<file path="src/rtl/gpio_capture_pkg.sv">
// Shared types for the GPIO capture monitor: capture mode, EXT_EDGE FSM states,
// timestamp width (used only when GPIO_CAPTURE_TIMESTAMP_EN is defined).
package gpio_capture_pkg;

  typedef enum logic {
    MODE_CHANGE   = 1'b0,
    MODE_EXT_EDGE = 1'b1
  } mode_t;

  typedef enum logic [1:0] {
    ST_IDLE   = 2'd0,
    ST_SETTLE = 2'd1,
    ST_PUSH   = 2'd2
  } state_t;

  localparam int TS_W = 16;

endpackage

</file>
<file path="src/rtl/gpio_capture_fifo.sv">
// First-word-fall-through record FIFO. Writes are accepted when not full, or when
// full and a pop happens in the same cycle. clr empties it and beats push and pop.
module gpio_capture_fifo #(
  parameter int WIDTH = 33,
  parameter int DEPTH = 8
) (
  input  logic                         clk,
  input  logic                         rst,
  input  logic                         clr,
  input  logic                         wr_en,
  input  logic [WIDTH-1:0]             wr_data,
  input  logic                         rd_en,
  output logic [WIDTH-1:0]             rd_data,
  output logic [$clog2(DEPTH+1)-1:0]   level,
  output logic                         full,
  output logic                         empty
);

  localparam int PTR_W = $clog2(DEPTH);
  localparam int LVL_W = $clog2(DEPTH+1);

  logic [WIDTH-1:0] mem [DEPTH];
  logic [PTR_W-1:0] wr_ptr;
  logic [PTR_W-1:0] rd_ptr;
  logic             do_wr;
  logic             do_rd;

  assign full    = (level == LVL_W'(DEPTH));
  assign empty   = (level == '0);
  assign do_rd   = rd_en && !empty;
  assign do_wr   = wr_en && (!full || do_rd);
  // An empty FIFO presents zeros so downstream never sees stale data.
  assign rd_data = empty ? '0 : mem[rd_ptr];

  // Pointer and occupancy bookkeeping; DEPTH is a power of two so pointers wrap naturally.
  always_ff @(posedge clk or posedge rst) begin
    if (rst) begin
      wr_ptr <= '0;
      rd_ptr <= '0;
      level  <= '0;
    end else if (clr) begin
      wr_ptr <= '0;
      rd_ptr <= '0;
      level  <= '0;
    end else begin
      if (do_wr) wr_ptr <= wr_ptr + PTR_W'(1);
      if (do_rd) rd_ptr <= rd_ptr + PTR_W'(1);
      case ({do_wr, do_rd})
        2'b10:   level <= level + LVL_W'(1);
        2'b01:   level <= level - LVL_W'(1);
        default: level <= level;
      endcase
    end
  end

  // Storage array; contents need no reset because occupancy gates every read.
  always_ff @(posedge clk) begin
    if (do_wr && !clr) mem[wr_ptr] <= wr_data;
  end

endmodule

</file>
<file path="src/rtl/gpio_capture_monitor.sv">
// GPIO capture monitor: records bus changes (CHANGE) or ext_clk edges (EXT_EDGE) into a FIFO.
// Optional per-record timestamps and evt_ts port when GPIO_CAPTURE_TIMESTAMP_EN is defined.
module gpio_capture_monitor
  import gpio_capture_pkg::*;
#(
  parameter int WIDTH      = 32,
  parameter int DEPTH      = 8,
  parameter int SETTLE_CYC = 4
) (
  input  logic                         clk,
  input  logic                         rst,
  input  logic [WIDTH-1:0]             gpio,
  input  logic                         ext_clk,
  input  logic                         enable,
  input  logic                         mode,
  input  logic [WIDTH-1:0]             mask,
  input  logic                         clr,
  output logic                         evt_valid,
  input  logic                         evt_ready,
  output logic [WIDTH-1:0]             evt_gpio,
  output logic                         evt_ext_clk,
  output logic                         overflow,
  output logic                         missed,
  output logic [$clog2(DEPTH+1)-1:0]   level
`ifdef GPIO_CAPTURE_TIMESTAMP_EN
  ,
  output logic [TS_W-1:0]              evt_ts
`endif
);

`ifdef GPIO_CAPTURE_TIMESTAMP_EN
  localparam int REC_W = WIDTH + 1 + TS_W;
`else
  localparam int REC_W = WIDTH + 1;
`endif

  logic             sync_1;
  logic             sync_2;
  logic             sync_3;
  logic             ext_edge;
  logic             enable_q;
  logic             en_rise;
  mode_t            mode_r;
  mode_t            act_mode;
  logic [WIDTH-1:0] gpio_q;
  logic [WIDTH-1:0] last_sample;
  logic             primed;
  state_t           state;
  logic [3:0]       settle_cnt;
  logic [WIDTH-1:0] cap_gpio;
  logic             cap_pol;
  logic             chg_push;
  logic             ext_push;
  logic             push;
  logic             pop;
  logic [REC_W-1:0] rec;
  logic [REC_W-1:0] head;
  logic             fifo_full;
  logic             fifo_empty;

`ifdef GPIO_CAPTURE_TIMESTAMP_EN
  logic [TS_W-1:0]  ts_cnt;
  logic [TS_W-1:0]  ts_q;
  logic [TS_W-1:0]  cap_ts;
`endif

  assign ext_edge = sync_2 ^ sync_3;
  assign en_rise  = enable && !enable_q;
  // The mode input only matters on the clock where enable rises.
  assign act_mode = en_rise ? mode_t'(mode) : mode_r;
  assign chg_push = enable && (act_mode == MODE_CHANGE) && primed &&
                    (((gpio_q ^ last_sample) & mask) != '0);
  assign ext_push = enable && (state == ST_PUSH);
  assign pop      = evt_valid && evt_ready;

  // ext_clk synchronizer plus the third flop used for edge detection.
  always_ff @(posedge clk or posedge rst) begin
    if (rst) begin
      sync_1 <= 1'b0;
      sync_2 <= 1'b0;
      sync_3 <= 1'b0;
    end else begin
      sync_1 <= ext_clk;
      sync_2 <= sync_1;
      sync_3 <= sync_2;
    end
  end

  // Mode latch, bus sample, and the CHANGE-mode reference value.
  always_ff @(posedge clk or posedge rst) begin
    if (rst) begin
      enable_q    <= 1'b0;
      mode_r      <= MODE_CHANGE;
      gpio_q      <= '0;
      last_sample <= '0;
      primed      <= 1'b0;
    end else begin
      enable_q <= enable;
      gpio_q   <= gpio;
      if (en_rise) mode_r <= mode_t'(mode);
      if (!enable || (act_mode != MODE_CHANGE)) begin
        primed <= 1'b0;
      end else if (!primed) begin
        last_sample <= gpio;
        primed      <= 1'b1;
      end else if (chg_push) begin
        last_sample <= gpio_q;
      end
    end
  end

  // EXT_EDGE capture FSM; edges arriving while a record is settling are dropped and flagged.
  always_ff @(posedge clk or posedge rst) begin
    if (rst) begin
      state      <= ST_IDLE;
      settle_cnt <= 4'd0;
      cap_gpio   <= '0;
      cap_pol    <= 1'b0;
      missed     <= 1'b0;
    end else if (clr) begin
      state      <= ST_IDLE;
      settle_cnt <= 4'd0;
      missed     <= 1'b0;
    end else if (!enable || (act_mode != MODE_EXT_EDGE)) begin
      state      <= ST_IDLE;
      settle_cnt <= 4'd0;
    end else begin
      case (state)
        ST_IDLE: begin
          if (ext_edge) begin
            cap_gpio   <= gpio;
            cap_pol    <= sync_2;
            settle_cnt <= 4'(SETTLE_CYC);
            state      <= ST_SETTLE;
          end
        end
        ST_SETTLE: begin
          if (ext_edge) missed <= 1'b1;
          settle_cnt <= settle_cnt - 4'd1;
          if (settle_cnt <= 4'd1) state <= ST_PUSH;
        end
        ST_PUSH: begin
          if (ext_edge) missed <= 1'b1;
          state <= ST_IDLE;
        end
        default: state <= ST_IDLE;
      endcase
    end
  end

`ifdef GPIO_CAPTURE_TIMESTAMP_EN
  // Free-running timestamp and the copies taken at capture time.
  always_ff @(posedge clk or posedge rst) begin
    if (rst) begin
      ts_cnt <= '0;
      ts_q   <= '0;
      cap_ts <= '0;
    end else begin
      ts_cnt <= ts_cnt + TS_W'(1);
      ts_q   <= ts_cnt;
      if ((state == ST_IDLE) && ext_edge) cap_ts <= ts_cnt;
    end
  end
`endif

  // Record assembly: {timestamp (optional), ext_clk level, bus value}.
  always_comb begin
    push = 1'b0;
    rec  = '0;
    if (ext_push) begin
      push = 1'b1;
`ifdef GPIO_CAPTURE_TIMESTAMP_EN
      rec  = {cap_ts, cap_pol, cap_gpio};
`else
      rec  = {cap_pol, cap_gpio};
`endif
    end else if (chg_push) begin
      push = 1'b1;
`ifdef GPIO_CAPTURE_TIMESTAMP_EN
      rec  = {ts_q, 1'b0, gpio_q};
`else
      rec  = {1'b0, gpio_q};
`endif
    end else begin
      push = 1'b0;
      rec  = '0;
    end
  end

  // Sticky overflow: a record arrived with the FIFO full and nothing leaving.
  always_ff @(posedge clk or posedge rst) begin
    if (rst) begin
      overflow <= 1'b0;
    end else if (clr) begin
      overflow <= 1'b0;
    end else if (push && fifo_full && !pop) begin
      overflow <= 1'b1;
    end
  end

  gpio_capture_fifo #(
    .WIDTH (REC_W),
    .DEPTH (DEPTH)
  ) u_fifo (
    .clk     (clk),
    .rst     (rst),
    .clr     (clr),
    .wr_en   (push),
    .wr_data (rec),
    .rd_en   (pop),
    .rd_data (head),
    .level   (level),
    .full    (fifo_full),
    .empty   (fifo_empty)
  );

  assign evt_valid   = !fifo_empty;
  assign evt_gpio    = head[WIDTH-1:0];
  assign evt_ext_clk = head[WIDTH];
`ifdef GPIO_CAPTURE_TIMESTAMP_EN
  assign evt_ts      = head[REC_W-1 -: TS_W];
`endif

endmodule
</file>
<file path="config.mk">
export PLATFORM = sky130hd
export DESIGN_NAME = gpio_capture_monitor
export DESIGN_NICKNAME = d
export VERILOG_FILES = /design/src/rtl/gpio_capture_pkg.sv /design/src/rtl/gpio_capture_fifo.sv /design/src/rtl/gpio_capture_monitor.sv
export SDC_FILE = /design/constraint.sdc
export NUM_CORES = 1
export LEC_CHECK = 0
export CAP_MARGIN = 20
export CORE_MARGIN = 10
export CORE_UTILIZATION = 53
export DETAILED_ROUTE_END_ITERATION = 7
export PLACE_DENSITY = 0.75
export RECOVER_POWER = 100
export SLEW_MARGIN = 10
export SYNTH_ARGS = -nofsm -noshare
export SYNTH_HDL_FRONTEND = slang
export SYNTH_HIERARCHICAL = 1
export SYNTH_SLANG_ARGS = --single-unit
</file>
<file path="constraint.sdc">
create_clock -name clk -period 5.7 [get_ports clk]
set_input_delay 0.57 -clock clk [delete_from_list [all_inputs] [get_ports clk]]
set_output_delay 0.57 -clock clk [all_outputs]
set_load 0.03 [all_outputs]
</file>
==> results of run 1 <==
[layer usage]
metal	share of wire [%]	routed length (um)	global-route usage, %
met1	44	15300	27.3
met5	0	0	0
met4	1.4	503	4.79
met2	49	17000	30.4
met3	6.4	2250	3.45
[synth_stat cells (4+ instances only)]
cell type,n
ha_1,10
nor3_1,6
nor2_1,55
nor2b_1,4
a22oi_1,15
and3_1,32
nand3_1,6
nand4_1,4
xor2_1,37
buf_6,12
buf_2,12
clkbuf_1,25
xnor2_1,4
a21oi_1,7
o21ai_0,40
mux2i_1,38
a221o_1,30
mux4_2,66
edfxtp_1,264
mux2_2,32
nand2_1,74
inv_1,13
dfrtp_1,121
[worst min path at each step]
stage                start      to  slack (ns)  cells after the start
floorplan           sync_1  sync_2        0.33                      0
global route        sync_1  sync_2        0.36                      0
detailed placement  sync_1  sync_2        0.34                      0
finish              sync_1  sync_2        0.36                      0
CTS                 sync_1  sync_2        0.36                      0
global placement    sync_1  sync_2        0.34                      0
[state kept, by name (all words and copies together), names as in the netlist]
| signal | count |
|---|---|
| u_fifo/mem | 264 |
| cap_gpio | 32 |
| gpio_q | 32 |
| last_sample | 32 |
| settle_cnt | 4 |
| u_fifo/level | 4 |
| u_fifo/rd_ptr | 3 |
| u_fifo/wr_ptr | 3 |
| state | 2 |
| cap_pol | 1 |
| enable_q | 1 |
| missed | 1 |
| mode_r | 1 |
| overflow | 1 |
| primed | 1 |
| sync_1 | 1 |
| sync_2 | 1 |
| sync_3 | 1 |
[cell type report]
type | instances | area (sq um)
fill | 2095 | 11000
clock inverter | 22 | 238
inverter | 13 | 50.0
tap | 390 | 488
sequential | 385 | 11000
multi-input combinational | 501 | 4510
timing repair buffer | 141 | 1270
antenna | 2 | 5.00
clock buffer | 46 | 1000
[through the flow]
stage / cells / util, %
after global routing: 1498 / 62.6
after global placement: 1419 / 58.7
after detailed placement: 1419 / 58.7
final: 1500 / 62.6
after floorplan: 953 / -
after CTS: 1487 / 62.9
[power by group through the flow]
stage,sequential (mW),combinational [mW],clock (mW)
final,3.23,0.424,2.48
after global routing,3.25,0.463,2.63
after CTS,3.23,0.436,2.51
after detailed placement,3.29,0.434,0
after global placement,3.28,0.426,0
after floorplan,3.26,0.284,0
[cell families (layout without fill, tap and decap cells)]
kind of cell    after synthesis  after routing  synth area share [%]
mux                         136            136                  14.1
simple gates                201            201                  5.99
compound gates              112            112                  5.28
xor+xnor                     41             41                  2.27
fa+ha+maj                    11             11                 0.916
other cells                   0              2                     0
buf+inv                      67            222                  2.34
flops                       385            385                  69.2
==> results.toml, run 1 <==
[status]
status = "complete, but fails checks"
failed_checks = "max-capacitance violations, max-slew violations"

[setup_path]
path_cells = "xor2_1 -> a22oi_1 -> nand4_1 -> or4_1 -> nand3_1 -> nand2_1 -> o21ai_0 -> nor3_1 -> clkbuf_1"
cp-start-kind = "register"
path_buf_inv = 1
r2r_slack_ns = 1.04
crit_start = "last_sample[27]"
worstPathArrival_ns = 4.74
cp-end-kind = "register"
worstSetupPathType = "register to register"
max_stage_delay_ns = 1.63
crit_cells = 9
critical_path.endpoint = "u_fifo/mem[4][4]"
slowest_stage = "clkbuf_1"
worstReg2RegEnd = "u_fifo/mem[4][4]"
path_max_fanout = 31
required_ns = 5.78
rr_worst_depth = 9
reg2reg_from = "last_sample[27]"
cp_top_family = "buffers and inverters"

[final_layout]
final_cell_mix = "edfxtp_1, dfrtp_1, dlygate4sd3_1, nand2_1, mux4_2"
drive_gt1_share_pct = 16.5
final_common_cell = "edfxtp_1"
layout.nets = 1161
area_growth_pct = 16.9
final_cell_area_sq_um = 18500

[clock_tree]
clockBufferDepth = 3
cts_root_buffer = "clkbuf_16"
cts.sinks = 385
postCtsSetupBuffers = 0
tritoncts = "done"
cts_made_buffers = 37
postCtsResizedCells = 0
insertion_delay_ns = 0.52
clk_pin_slew_worst_paths_ns = 0.06
htreeDepth = 2
ctsHoldBuffers = 0

[pwr]
total_power_mw = 6.14
combPwrFrac_pct = 6.9
p_clk_share_pct = 40.4
leakage_nw = 6.86
internal_power_mw = 4.80
powerDensity_nw_per_um2 = 331
p_sw_share_pct = 21.9
vdd_drop_max_mv = 0.269
p_sw_mw = 1.34
p_seq_share_pct = 52.7

[global_routing]
overflow = 0
track_usage_pct = 19.2
grt_antenna_before_repair = 2
grt_pass1_vias = 9310
grt_pass1_wl_um = 54900
grt_max_degree = 69

[sta]
max_slew_margin_pct = -74.9
setup-tns-final_ns = 0
layout_setup_ws_ns = 1.04
max_slew.worst_pin.slew_ns = 2.61
fmax_mhz = 215
hold_viol = 0
min_period_over_period_pct = 81.7
slew_violations = 414
rsz0062_at_grt = "no"
setup-violations-final = 0
period_needed_ns = 4.66
whs_ns = 0.357
clock_skew_ns = 0.0194

[floorplanning]
core_region_area_sq_um = 29600
start_util_pct = 53.6
placementRows = 63
dieArea_sq_um = 37200
dieWidth_um = 193
num_io_pins = 111
die_h_um = 193

[detailed_routing]
vias = 8895
drt_first_pass_iters = 7
wl_um = 35100
drt-vias-per-instance = 5.93
ant_nets = 0
drtIter0Drc = 802
drc = 0
wl_per_cell_um = 23.4

[placement]
post_dp_cell_area_sq_um = 17400
pre_cts_ws_ns = 1.85
place_congestion = 0.789
dp_hpwl_um = 21100
port_buffers = 110

[synthesis]
synth_cell_types = 53
ys_top_cells_by_area = "edfxtp_1, dfrtp_1, mux4_2, mux2i_1, mux2_2"
syn_inst = 953
synth-warning-count = 6
async_flop_share_pct = 31.4
synth_edf_count = 264
synth-seq-area-share_pct = 69.2
ys_ff_latch = 385
avgSynthCellArea_sq_um = 16.6
netlist.area_leader.share_pct = 50.0
synth_ff_type = "edfxtp_1"
syn_area_sq_um = 15800
synth_top_cell_by_area = "edfxtp_1"
syn_nets = 1035

[flow_run]
max-cap-violations = 11

[min_path]
hp-class = "register to register"
(Power assumes the default switching activity.)
==> run 2: changes to the inputs <==
==> constraint.sdc (replaced) <==
create_clock -name clk -period 3.8 [get_ports clk]
set_input_delay 0.38 -clock clk [delete_from_list [all_inputs] [get_ports clk]]
set_output_delay 0.38 -clock clk [all_outputs]
set_load 0.03 [all_outputs]
==> results.toml, run 2 (synthesized netlist as in run 1, its figures left out) <==
[sta]
whs_ns = 0.338
setup-tns-final_ns = 0
rsz0062_at_grt = "no"
clock_skew_ns = 0.0156
fmax_mhz = 285
slew_violations = 85
hold_viol = 0
max_slew.worst_pin.slew_ns = 2.14
setup-violations-final = 0
period_needed_ns = 3.51
min_period_over_period_pct = 92.5
layout_setup_ws_ns = 0.286
max_slew_margin_pct = -43.6

[min_path]
hp-class = "primary input to asynchronous set/reset pin"

[global_routing]
track_usage_pct = 19.1
grt_antenna_before_repair = 3
grt_max_degree = 49
grt_pass1_vias = 9130
overflow = 0
grt_pass1_wl_um = 54100

[final_layout]
utilization_pct = 62.8
drive_gt1_share_pct = 18.2
top_register = "u_fifo/mem"
area_growth_pct = 17.2
final_common_cell = "edfxtp_1"
final_cell_mix = "edfxtp_1, dfrtp_1, nand2_1, mux4_2, dlygate4sd3_1"
largest_reg_flops = 264
layout.nets = 1168

[pwr]
internal_power_mw = 6.99
p_sw_mw = 2.03
p_clk_share_pct = 39.0
vdd_drop_max_mv = 0.357
powerDensity_nw_per_um2 = 485
combPwrFrac_pct = 7.2
total_power_mw = 9.02
leakage_nw = 6.88
p_seq_share_pct = 53.9
p_sw_share_pct = 22.5

[floorplanning]
num_io_pins = 111
dieArea_sq_um = 37200
placementRows = 63
die_h_um = 193
core_region_area_sq_um = 29600
start_util_pct = 53.6
dieWidth_um = 193

[status]
failed_checks = "max-capacitance violations, max-slew violations"
status = "complete, but fails checks"

[setup_path]
worstPathArrival_ns = 3.13
required_ns = 3.42
worstSetupPathType = "register to output pin"
cp-start-kind = "register"
cp-end-kind = "output pin"
reg2reg_from = "gpio_q[14]"
path_max_fanout = 19
r2r_slack_ns = 0.36
worstReg2RegEnd = "u_fifo/mem[0][19]"
rr_worst_depth = 10

[clock_tree]
cts_made_buffers = 38
cts.sinks = 385
cts_root_buffer = "clkbuf_16"
postCtsResizedCells = 0
postCtsSetupBuffers = 0
ctsHoldBuffers = 0
clk_pin_slew_worst_paths_ns = 0.06
htreeDepth = 2
clockBufferDepth = 3
insertion_delay_ns = 0.53
tritoncts = "done"

[detailed_routing]
drc = 0
wl_met2_um = 16900
m1WireLength_um = 15200
vias = 8913
met3_length_um = 2590
wl_um = 35100
drt_first_pass_iters = 5
drtIter0Drc = 766
ant_nets = 0
drt-vias-per-instance = 5.92
wl_per_cell_um = 23.3
top_layer_used = "met5"

[placement]
pre_cts_ws_ns = 0.361
place_congestion = 0.785
dp_hpwl_um = 21800
port_buffers = 110

[flow_run]
max-cap-violations = 2
## run 2: cell types whose count changed in the layout (fill, tap and decap cells not counted), moves of 2 or more
cell / change
bufinv_16: -3
clkinv_1: +2
dlygate4sd3_1: -12
clkbuf_1: -12
clkbuf_4: +6
clkbuf_8: +2
clkbuf_2: +2
clkdlybuf4s50_1: +12
buf_4: +10
clkinvlp_4: -3
clkinv_2: +4
## run 2: how the worst max path moves through the flow
stage | start | slack (ns) | end | cells after the start
2_1_floorplan | u_fifo/level[3] | -0.72 | u_fifo/mem[1][0] | 7
3_3_place_gp | mask[11] | 0.40 | u_fifo/level[3] | 12
3_5_place_dp | mask[11] | 0.36 | u_fifo/level[3] | 12
4_1_cts | u_fifo/rd_ptr[0] | 0.38 | evt_gpio[5] | 5
5_1_grt | u_fifo/rd_ptr[0] | 0.15 | evt_gpio[5] | 5
6_report | u_fifo/rd_ptr[2] | 0.29 | evt_gpio[0] | 4
## run 2: final cells by class
| class | count | area [sq um] |
|---|---|---|
| clock inverter | 21 | 154 |
| fill | 2085 | 11000 |
| inverter | 13 | 50.0 |
| antenna | 2 | 5.00 |
| sequential | 385 | 11000 |
| tap | 390 | 488 |
| clock buffer | 47 | 1000 |
| multi-input combinational | 501 | 4560 |
| timing repair buffer | 147 | 1350 |
## run 2: power by group through the flow
stage	sequential [mW]	clock (mW)	combinational (mW)
global route	4.88	3.75	0.704
finish	4.85	3.51	0.647
CTS	4.85	3.57	0.665
floorplan	4.89	0	0.426
detailed placement	4.93	0	0.663
global placement	4.92	0	0.647
## run 2: metrics by stage
| stage | instance area [sq um] | instances |
|---|---|---|
| final | 18600 | 1506 |
| after global routing | 18600 | 1505 |
| after CTS | 18600 | 1499 |
| after detailed placement | 17500 | 1431 |
| after global placement | 17500 | 1431 |
| after floorplan | 15900 | 953 |
## run 2: worst max-delay path, stage by stage, from the launching register on
cell and delay, ns:
dfrtp_1 1.21, buf_4 0.39, mux2i_1 0.23, nor2_1 0.06, dlygate4sd3_1 0.71
## run 2: metal layers
metal	GRT usage (%)	vias up
met5	0	-
li1	-	3936
met4	4.32	2
met2	30.1	347
met1	27.2	4594
met3	3.52	34
